**config.mk**
```make
export PLATFORM = sky130hd
export DESIGN_NAME = oam_dma_ctrl
export DESIGN_NICKNAME = d
export VERILOG_FILES = /design/src/rtl/gb_bus_pkg.sv /design/src/rtl/oam_bus_mux.sv /design/src/rtl/oam_dma_ctrl.sv
export SDC_FILE = /design/constraint.sdc
export NUM_CORES = 1
export LEC_CHECK = 0
export CAP_MARGIN = 0
export CELL_PAD_IN_SITES_DETAIL_PLACEMENT = 1
export CELL_PAD_IN_SITES_GLOBAL_PLACEMENT = 2
export CORE_ASPECT_RATIO = 2
export CORE_MARGIN = 2
export CORE_UTILIZATION = 31
export CTS_CLUSTER_SIZE = 24
export DETAILED_ROUTE_END_ITERATION = 16
export DONT_BUFFER_PORTS = 1
export GPL_TIMING_DRIVEN = 0
export PLACE_DENSITY = 0.88
export SETUP_SLACK_MARGIN = 0.05
export SLEW_MARGIN = 30
export SYNTH_ARGS = -nofsm -noshare
export SYNTH_HDL_FRONTEND = slang
export SYNTH_SLANG_ARGS = --single-unit
```
**constraint.sdc**
```tcl
create_clock -name CLK -period 3.8 [get_ports CLK]
set_clock_uncertainty 0.1 [all_clocks]
set_input_delay 0.95 -clock CLK [delete_from_list [all_inputs] [get_ports CLK]]
set_output_delay 0.95 -clock CLK [all_outputs]
set_load 0.02 [all_outputs]
```
**src/rtl/gb_bus_pkg.sv**
```systemverilog
// Shared Game Boy bus definitions for the OAM DMA path.
// Holds the DMA sequencer state encoding and the fixed bus constants:
//   OAM_BASE     first OAM byte address (0xFE00)
//   OAM_BYTES    bytes copied per DMA transfer (160)
//   DMA_REG_ADDR DMA trigger/source register address (0xFF46)
//   ECHO_BASE    source pages at or above this value are echo RAM
//   OPEN_BUS     value returned for unmapped or suppressed reads
package gb_bus_pkg;

  typedef enum logic [1:0] {
    IDLE = 2'd0,
    RD   = 2'd1,
    WR   = 2'd2
  } dma_state_t;

  localparam logic [15:0] OAM_BASE     = 16'hFE00;
  localparam int unsigned OAM_BYTES    = 160;
  localparam logic [15:0] DMA_REG_ADDR = 16'hFF46;
  localparam logic [7:0]  ECHO_BASE    = 8'hE0;
  localparam logic [7:0]  OPEN_BUS     = 8'hFF;

endpackage

```
**src/rtl/oam_bus_mux.sv**
```systemverilog
// Combinational owner selection for the PPU OAM bus and the CPU read path.
// While a DMA transfer is active the DMA engine owns oam_*, and CPU OAM
// accesses are suppressed (reads return open bus). When idle, CPU accesses
// that hit OAM pass straight through.
// Ports:
//   busy_i        DMA transfer in progress
//   dma_wr_i      DMA write strobe (sequencer in WR)
//   dma_addr_i    DMA OAM destination address
//   dma_din_i     DMA OAM write data
//   hit_oam_i     CPU address decodes to OAM
//   hit_dma_i     CPU address decodes to the DMA register
//   cpu_addr_i / cpu_rd_i / cpu_wr_i / cpu_wdata_i   CPU access
//   dma_reg_i     current DMA register value
//   oam_dout_i    OAM read data from the PPU
//   oam_a_o / oam_din_o / oam_rd_o / oam_wr_o        PPU OAM bus drive
//   cpu_rdata_o   CPU read data
//   cpu_oam_blocked_o  CPU OAM access being suppressed
module oam_bus_mux
  import gb_bus_pkg::*;
(
  input  logic        busy_i,
  input  logic        dma_wr_i,
  input  logic [15:0] dma_addr_i,
  input  logic [7:0]  dma_din_i,
  input  logic        hit_oam_i,
  input  logic        hit_dma_i,
  input  logic [15:0] cpu_addr_i,
  input  logic        cpu_rd_i,
  input  logic        cpu_wr_i,
  input  logic [7:0]  cpu_wdata_i,
  input  logic [7:0]  dma_reg_i,
  input  logic [7:0]  oam_dout_i,
  output logic [15:0] oam_a_o,
  output logic [7:0]  oam_din_o,
  output logic        oam_rd_o,
  output logic        oam_wr_o,
  output logic [7:0]  cpu_rdata_o,
  output logic        cpu_oam_blocked_o
);

  always_comb begin
    oam_a_o           = dma_addr_i;
    oam_din_o         = dma_din_i;
    oam_rd_o          = 1'b0;
    oam_wr_o          = 1'b0;
    cpu_rdata_o       = OPEN_BUS;
    cpu_oam_blocked_o = 1'b0;

    if (busy_i) begin
      // DMA never reads OAM, so oam_rd stays low for the whole transfer.
      oam_wr_o          = dma_wr_i;
      cpu_oam_blocked_o = hit_oam_i & (cpu_rd_i | cpu_wr_i);
    end else if (hit_oam_i) begin
      oam_a_o     = cpu_addr_i;
      oam_din_o   = cpu_wdata_i;
      oam_wr_o    = cpu_wr_i;
      // A write wins over a simultaneous read so the strobes stay exclusive.
      oam_rd_o    = cpu_rd_i & ~cpu_wr_i;
      cpu_rdata_o = oam_dout_i;
    end

    // The DMA register is readable in every state.
    if (hit_dma_i && cpu_rd_i) begin
      cpu_rdata_o = dma_reg_i;
    end
  end

endmodule

```
**src/rtl/oam_dma_ctrl.sv**
```systemverilog
// Game Boy OAM DMA controller. A CPU write to the DMA register latches the
// source page and copies OAM_BYTES bytes from {page,00..9F} into OAM, one
// read cycle followed by one write cycle per byte. Writing the register
// again mid-transfer restarts the copy from byte 0 with the new page.
// Ports:
//   CLK, RESET        clock, synchronous active-low reset
//   cpu_addr/cpu_rd/cpu_wr/cpu_wdata  CPU access (strobes chip-select qualified)
//   cpu_rdata         CPU read data (OAM, DMA register or open bus)
//   cpu_oam_blocked   CPU OAM access suppressed by an active transfer
//   src_addr/src_rd   DMA source read; src_rdata returns one cycle later
//   oam_a/oam_din/oam_rd/oam_wr/oam_dout  PPU OAM bus
//   dma_busy          transfer in progress
//   dma_reg           last value written to the DMA register
module oam_dma_ctrl #(
  parameter int unsigned OAM_BYTES    = gb_bus_pkg::OAM_BYTES,
  parameter logic [15:0] OAM_BASE     = gb_bus_pkg::OAM_BASE,
  parameter logic [15:0] DMA_REG_ADDR = gb_bus_pkg::DMA_REG_ADDR
) (
  input  logic        CLK,
  input  logic        RESET,
  input  logic [15:0] cpu_addr,
  input  logic        cpu_rd,
  input  logic        cpu_wr,
  input  logic [7:0]  cpu_wdata,
  output logic [7:0]  cpu_rdata,
  output logic        cpu_oam_blocked,
  output logic [15:0] src_addr,
  output logic        src_rd,
  input  logic [7:0]  src_rdata,
  output logic [15:0] oam_a,
  output logic [7:0]  oam_din,
  output logic        oam_rd,
  output logic        oam_wr,
  input  logic [7:0]  oam_dout,
  output logic        dma_busy,
  output logic [7:0]  dma_reg
);

  import gb_bus_pkg::*;

  localparam logic [7:0]  IDX_LAST = 8'(OAM_BYTES - 1);
  localparam logic [15:0] OAM_END  = 16'(OAM_BASE + 16'(OAM_BYTES - 1));

  dma_state_t  state_q, state_d;
  logic [7:0]  idx_q, idx_d;
  logic [7:0]  dma_reg_q, dma_reg_d;

  logic        hit_oam;
  logic        hit_dma;
  logic        trig;
  logic        dma_wr;
  logic [7:0]  src_page;

  assign hit_oam  = (cpu_addr >= OAM_BASE) && (cpu_addr <= OAM_END);
  assign hit_dma  = (cpu_addr == DMA_REG_ADDR);
  assign trig     = cpu_wr & hit_dma;
  assign dma_busy = (state_q != IDLE);
  assign dma_reg  = dma_reg_q;

  // Echo RAM pages (E0..FF) mirror WRAM 0x20 pages lower.
  assign src_page = (dma_reg_q >= ECHO_BASE) ? (dma_reg_q - 8'h20) : dma_reg_q;
  assign src_addr = {src_page, 8'h00} + {8'h00, idx_q};

  always_comb begin
    state_d   = state_q;
    idx_d     = idx_q;
    dma_reg_d = dma_reg_q;
    src_rd    = 1'b0;
    dma_wr    = 1'b0;

    case (state_q)
      IDLE: ;
      RD: begin
        src_rd  = 1'b1;
        state_d = WR;
      end
      WR: begin
        dma_wr = 1'b1;
        if (idx_q == IDX_LAST) begin
          state_d = IDLE;
        end else begin
          state_d = RD;
          idx_d   = idx_q + 8'd1;
        end
      end
      default: state_d = IDLE;
    endcase

    // A register write starts or restarts the copy; the strobe already
    // driven this cycle still completes.
    if (trig) begin
      dma_reg_d = cpu_wdata;
      idx_d     = 8'd0;
      state_d   = RD;
    end
  end

  always_ff @(posedge CLK) begin
    if (!RESET) begin
      state_q   <= IDLE;
      idx_q     <= 8'd0;
      dma_reg_q <= OPEN_BUS;
    end else begin
      state_q   <= state_d;
      idx_q     <= idx_d;
      dma_reg_q <= dma_reg_d;
    end
  end

  oam_bus_mux u_mux (
    .busy_i            (dma_busy),
    .dma_wr_i          (dma_wr),
    .dma_addr_i        (OAM_BASE + {8'h00, idx_q}),
    .dma_din_i         (src_rdata),
    .hit_oam_i         (hit_oam),
    .hit_dma_i         (hit_dma),
    .cpu_addr_i        (cpu_addr),
    .cpu_rd_i          (cpu_rd),
    .cpu_wr_i          (cpu_wr),
    .cpu_wdata_i       (cpu_wdata),
    .dma_reg_i         (dma_reg_q),
    .oam_dout_i        (oam_dout),
    .oam_a_o           (oam_a),
    .oam_din_o         (oam_din),
    .oam_rd_o          (oam_rd),
    .oam_wr_o          (oam_wr),
    .cpu_rdata_o       (cpu_rdata),
    .cpu_oam_blocked_o (cpu_oam_blocked)
  );

endmodule

```
* Word level (Yosys, flattened, before mapping)
Index checks and enable logic that the tools add are counted.
** Storage, ports and cells
- Register bits :: 18
- Output and inout port bits :: 61
- Bits of input ports :: 44
- Logic and storage cells :: 47
** Cells by class
- Equality and inequality tests :: 5
- Reductions and logical operators :: 6
- Order comparisons :: 3
- $add $sub $neg :: 4
- Mux-type cells :: 18
- Bitwise operators :: 7
** Operator list (number)
- 2-to-1 mux 8 bit :: 6
- 2-to-1 mux 16 bit :: 2
- adder 16 x 8 -> 16 bit :: 1
- == test 16 bit, second input constant :: 1
- greater-or-equal comparator 16 bit, second input constant :: 1
- less-or-equal comparator 16 bit, second input constant :: 1
- adder 10 x 9 -> 11 bit, first input constant :: 1
- 2-to-1 mux 1 bit :: 9
- adder 8 x 1 -> 8 bit, second input constant :: 1
- == test 8 bit, second input constant :: 1
- greater-or-equal comparator 8 bit, second input constant :: 1
- subtractor 8 x 6 -> 8 bit, second input constant :: 1
- case mux 2 bit (3 select lines) :: 1
- AND 1 bit :: 3
- inverter 1 bit :: 3
- == test 2 x 1 -> 1 bit, second input constant :: 1
- == test 2 bit, second input constant :: 1
- logical AND 1 bit :: 2
- logical NOT 2 bit :: 1
- inequality test 2 bit, second input constant :: 1
- AND reduction 2 bit :: 1
- nonzero test 2 bit :: 1
- OR reduction 2 bit :: 1
- bitwise OR 1 bit :: 1

* Longest topological paths before layout
- Depth in word-level cells :: 5
- Mapped depth :: 6
- Depth with buffers taken out :: 6

* Hierarchy
A second synthesis with hierarchy kept.
** Second synthesis, totals
- Cells, all modules :: 171
- Area, all modules :: 1636.6 um2
** Modules (own cells, without submodules)
- oam_dma_ctrl :: times used 1, cells an instance 118, sequential area each 360.3 um2, area an instance 1049.8 um2
- oam_bus_mux :: times used 1, cells an instance 53, sequential area each 0.0 um2, area an instance 586.8 um2

* Worst setup path before layout
Ideal clock, no wire load.
- Path type :: in2out
- Start point :: in cpu_addr[12]
- End point :: out oam_rd
- Path buffers :: 1
- Arrival :: 2.556 ns
- Stages :: 5
- Path slack :: 0.194 ns
- Cells stage by stage :: nand3_1 > nor4b_1 > nand2_1 > clkbuf_1 > nor3b_1
** Between the ends
- Cells in the longest elaborated chain, start to end :: 4
- Elaborated cells between the ends (all ways) :: 5
- Those cells by class :: order compare (2); mux (2); reduce/logical (1)
** RTL lines
- start, declared :: line oam_dma_ctrl.sv:21 : input logic [15:0] cpu_addr,
- greater-or-equal comparator 16 bit or less-or-equal comparator 16 bit (tied branches) :: line oam_dma_ctrl.sv:54 : assign hit_oam = (cpu_addr >= OAM_BASE) && (cpu_addr <= OAM_END);
- logical AND 1 bit * :: line oam_dma_ctrl.sv:54
- 2-to-1 mux 1 bit * :: line oam_bus_mux.sv:53 : end else if (hit_oam_i) begin
- 2-to-1 mux 1 bit * :: line oam_bus_mux.sv:49 : if (busy_i) begin
- end, declared :: line oam_dma_ctrl.sv:32 : output logic oam_rd,
Mark *: on every way between the ends. The rest lies on a longest branch, timed or not.

* Worst setup path after layout
- Start point :: in cpu_addr[3]
- End point :: out cpu_rdata[3]
** Between the ends
- Cells in the longest elaborated chain, start to end :: 5
- Elaborated cells between the ends (all ways) :: 8
- Those cells by class :: order compare (2); eq/ne (1); mux (3); reduce/logical (2)
** RTL lines
- greater-or-equal comparator 16 bit or less-or-equal comparator 16 bit (tied branches) :: line oam_dma_ctrl.sv:54
- logical AND 1 bit :: line oam_dma_ctrl.sv:54
- 2-to-1 mux 8 bit :: line oam_bus_mux.sv:53
- 2-to-1 mux 8 bit :: line oam_bus_mux.sv:49
- 2-to-1 mux 8 bit * :: line oam_bus_mux.sv:63 : if (hit_dma_i && cpu_rd_i) begin
- end, declared :: line oam_dma_ctrl.sv:25 : output logic [7:0] cpu_rdata,
Marks and branches as above.

==> reports/qor_table.md <==
| Parameter | Reported |
|:---|:---|
| Sequential fraction of the synthesis area | 25.9% |
| Maximum VDD drop | 135 uV |
| Number of global-route vias before repair | 1279 |
| Io pins | 105 |
| Kind of end point of the critical path | output port |
| Leakage power total | 0.000614 uW |
| Share of power burned in the clock network | 40.8% |
| Cell at the root of the clock tree | clkbuf_8 |
| Dpl cell area | 1480 um2 |
| Async set or reset register ratio after synthesis | 0% |
| Vert. Die Dim | 98.7 um |
| # DRC | 0 |
| Biggest cell delay along the critical path | 510 ps |
| Total global-route track usage | 15.7% |
| Die Footprint | 5070 um2 |
| Normalized max-slew margin | 49.3% |
| Slack of the worst reg-to-reg path | 1750 ps |
| Worst Max-Slew Pin Slew | 753 ps |
| Number of sinks on the clock net | 18 |
| Count of different cell masters after synthesis | 35 |
| Number of diodes added for antenna fixing | 0 |
| Final worst-path setup slack | 152 ps |
| Number of max-cap violations | 0 |
| Number of pins exceeding their max-slew limit in the final report | 0 |
| Worst hold-check path type | flip-flop to flip-flop |
| Final routed wire length divided by cell count | 17.6 um |
| Total design power | 392 uW |
| Number of enable-type register cells in the synthesized netlist | 0 |
| Result of the run | finished, final reports clean |
| Fmax | 0.274 GHz |
| Die outline width | 51.4 um |
| Internal power of the cells | 296 uW |
| Switching share of power | 24.6% |
| Endpoint arrival time on the critical path | 2600 ps |
| Worst skew pair latency | 250 ps |
| Logic gate share of total power | 11.2% |
| Row count | 34 |
| Main synth FF type | dfxtp_1 |
| Register bit total from synthesis | 18 |
| Vias after detailed routing | 1305 |
| Routed Wire Length | 4140 um |
| Required time at the worst-slack endpoint | 2750 ps |
| Fin Setup TNS | 0 ps |
| Switching power summed over all nets | 96.3 uW |
| Master of the slowest instance on the critical path | or4_1 |
| Ratio of cells with drive above 1 in the final layout | 23.6% |
| Cell seen most often among critical-path stages | buf_2 |
| Max clock buf depth | 2 |
| Final Wtd Congestion | 0.690 |
| Number of antenna-violating nets in the routed design | 0 |
| Cell family with most CP delay | simple AND/OR/NAND/NOR gates |
| Clock buffer count from CTS | 3 |
| H-tree depth | 1 |
| Most frequent standard cell in the layout excluding fill and tap cells | dfxtp_1 |
| Count of synthesis-stage warnings from yosys | 0 |
| CP max FO | 10 |
| Area of the core | 4340 um2 |
| Flop pwr share | 48.0% |
| Initial Util | 32.1% |
| Cell Chain, Critical Path | or3_1 > or4_1 > buf_2 > buf_2 > o32a_1 |
| Wire length of the first global-routing pass | 6100 um |
| Unrepaired setup endpoints after global routing | false |
| Clock tree from TritonCTS | done |
| Total overflow reported by the global router | 0 |
| Setup WS pre-CTS | -367 ps |
| Crit Path Category | input pin to output port |
| Clock-pin slew of the registers on the worst-case setup and hold paths | 70 ps |
| Post-CTS Hold Buffers | 0 |
| Initial antenna violation count | 0 |
| Area growth, synth to finish | 12.6% |
| First-pass DRT Iterations | 3 |
| Post-route cell area | 1570 um2 |
| Dpl hpwl | 3380 um |
| Ratio of routed vias to standard cells | 5.53 |
| Count of endpoints failing hold in the final timing report | 0 |
| Post-route minimum period | 3650 ps |
| Synthesized area per cell | 8.09 um2 |
| Startpoint Class | input pin |
| Pin count of the biggest net entering global routing | 11 |
| Hold Slack | 441 ps |
| Final-report setup violation count | 0 |
| Buf+Inv Stages, Crit Path | 2 |
| Cell count after synthesis | 172 |
| Buffers on Ports | 0 |
| Leading cell types in the layout, fill and taps excluded | 18 x dfxtp_1, 17 x nand2_1, 16 x mux2_2 |
| Combined area of all synthesized cells | 1390 um2 |
| Crit share post-route | 96.0% |
| Number of nets at the end of the flow | 232 |
| DR iter-0 viols | 10 |
| Power density over the cells | 250 nW/um2 |
==> metrics by stage <==
step | util, % | std cells
floorplan | - | 178
global placement | 34.1 | 232
detailed placement | 34.1 | 232
CTS | 35.7 | 236
global route | 36.1 | 236
finish | 36.1 | 236
==> synth_stat cells, types with 4 or more instances <==
master,number,area (um2)
a21oi_1,5,25.0
inv_1,7,26.3
nand3_1,10,50.1
mux2_2,16,180
or3_1,7,43.8
buf_4,13,97.6
nand2_1,18,67.6
clkbuf_1,4,15.0
dfxtp_1,18,360
nand4_1,4,25.0
nand2b_1,5,31.3
ha_1,5,62.6
nor2_1,9,33.8
o32a_1,8,80.1
o21ai_0,12,60.1
==> tightest hold or removal path: stages, from the launching register on <==
cell	delay, ps
dfxtp_1	350
mux2i_1	80
nor2_1	70
==> layer usage <==
metal	up-vias	routed length [um]	GRT usage, %	part of all wire (%)
met5	-	0	0	0
met1	616	1350	14.9	33
met3	4	405	4.85	9.8
met4	0	43	5.67	1.0
met2	67	2340	30.1	57
li1	618	-	-	-
==> final timing paths <==
kind,from,end,depth (start not counted)
setup / recovery,cpu_addr[3],cpu_rdata[3],5
hold / removal,state_q[1]$_SDFFE_PP0N_,state_q[1]$_SDFFE_PP0N_,2
setup reg to reg,idx_q[7]$_SDFFE_PP0P_,idx_q[1]$_SDFFE_PP0P_,4
hold reg to reg,state_q[1]$_SDFFE_PP0N_,state_q[1]$_SDFFE_PP0N_,2
==> area by class of cell <==
class | count | area (um2)
plain buffers | 22 | 144
clock buffers | 4 | 55.1
fillers | 564 | 2770
inverters | 7 | 26.3
multi-input cells | 131 | 913
flip-flops and latches | 18 | 360
well taps | 54 | 67.6
==> repair_timing <==
action / 4_1_cts / 5_1_grt
gates resized for setup: 2 / 5
buffers inserted: 0 / 0
pin swaps: 0 / 0
gates cloned: 0 / 0
setup endpoints to repair: 20 / 20
==> cell families (layout without fill, tap and decap cells) <==
group | count (synthesis) | count (layout) | share of synthesized area (%)
flip-flops | 18 | 18 | 25.9
adder cells (fa/ha/maj) | 5 | 5 | 4.50
AND/OR/NAND/NOR | 63 | 63 | 23.7
AO/OA/AOI/OAI | 34 | 34 | 17.0
multiplexers | 18 | 18 | 14.4
XOR/XNOR | 3 | 3 | 1.89
buffers and inverters | 29 | 33 | 12.1
other | 2 | 8 | 0.540
==> power by group through the flow <==
stage | Clock (uW) | Combinational (uW) | Sequential, uW
2_1_floorplan | 0 | 36.9 | 193
3_3_place_gp | 0 | 42.5 | 193
3_5_place_dp | 0 | 42.7 | 193
4_1_cts | 166 | 43.1 | 188
5_1_grt | 171 | 47.3 | 188
6_report | 160 | 43.9 | 188
No activity file was read; power rests on OpenSTA's default activity.
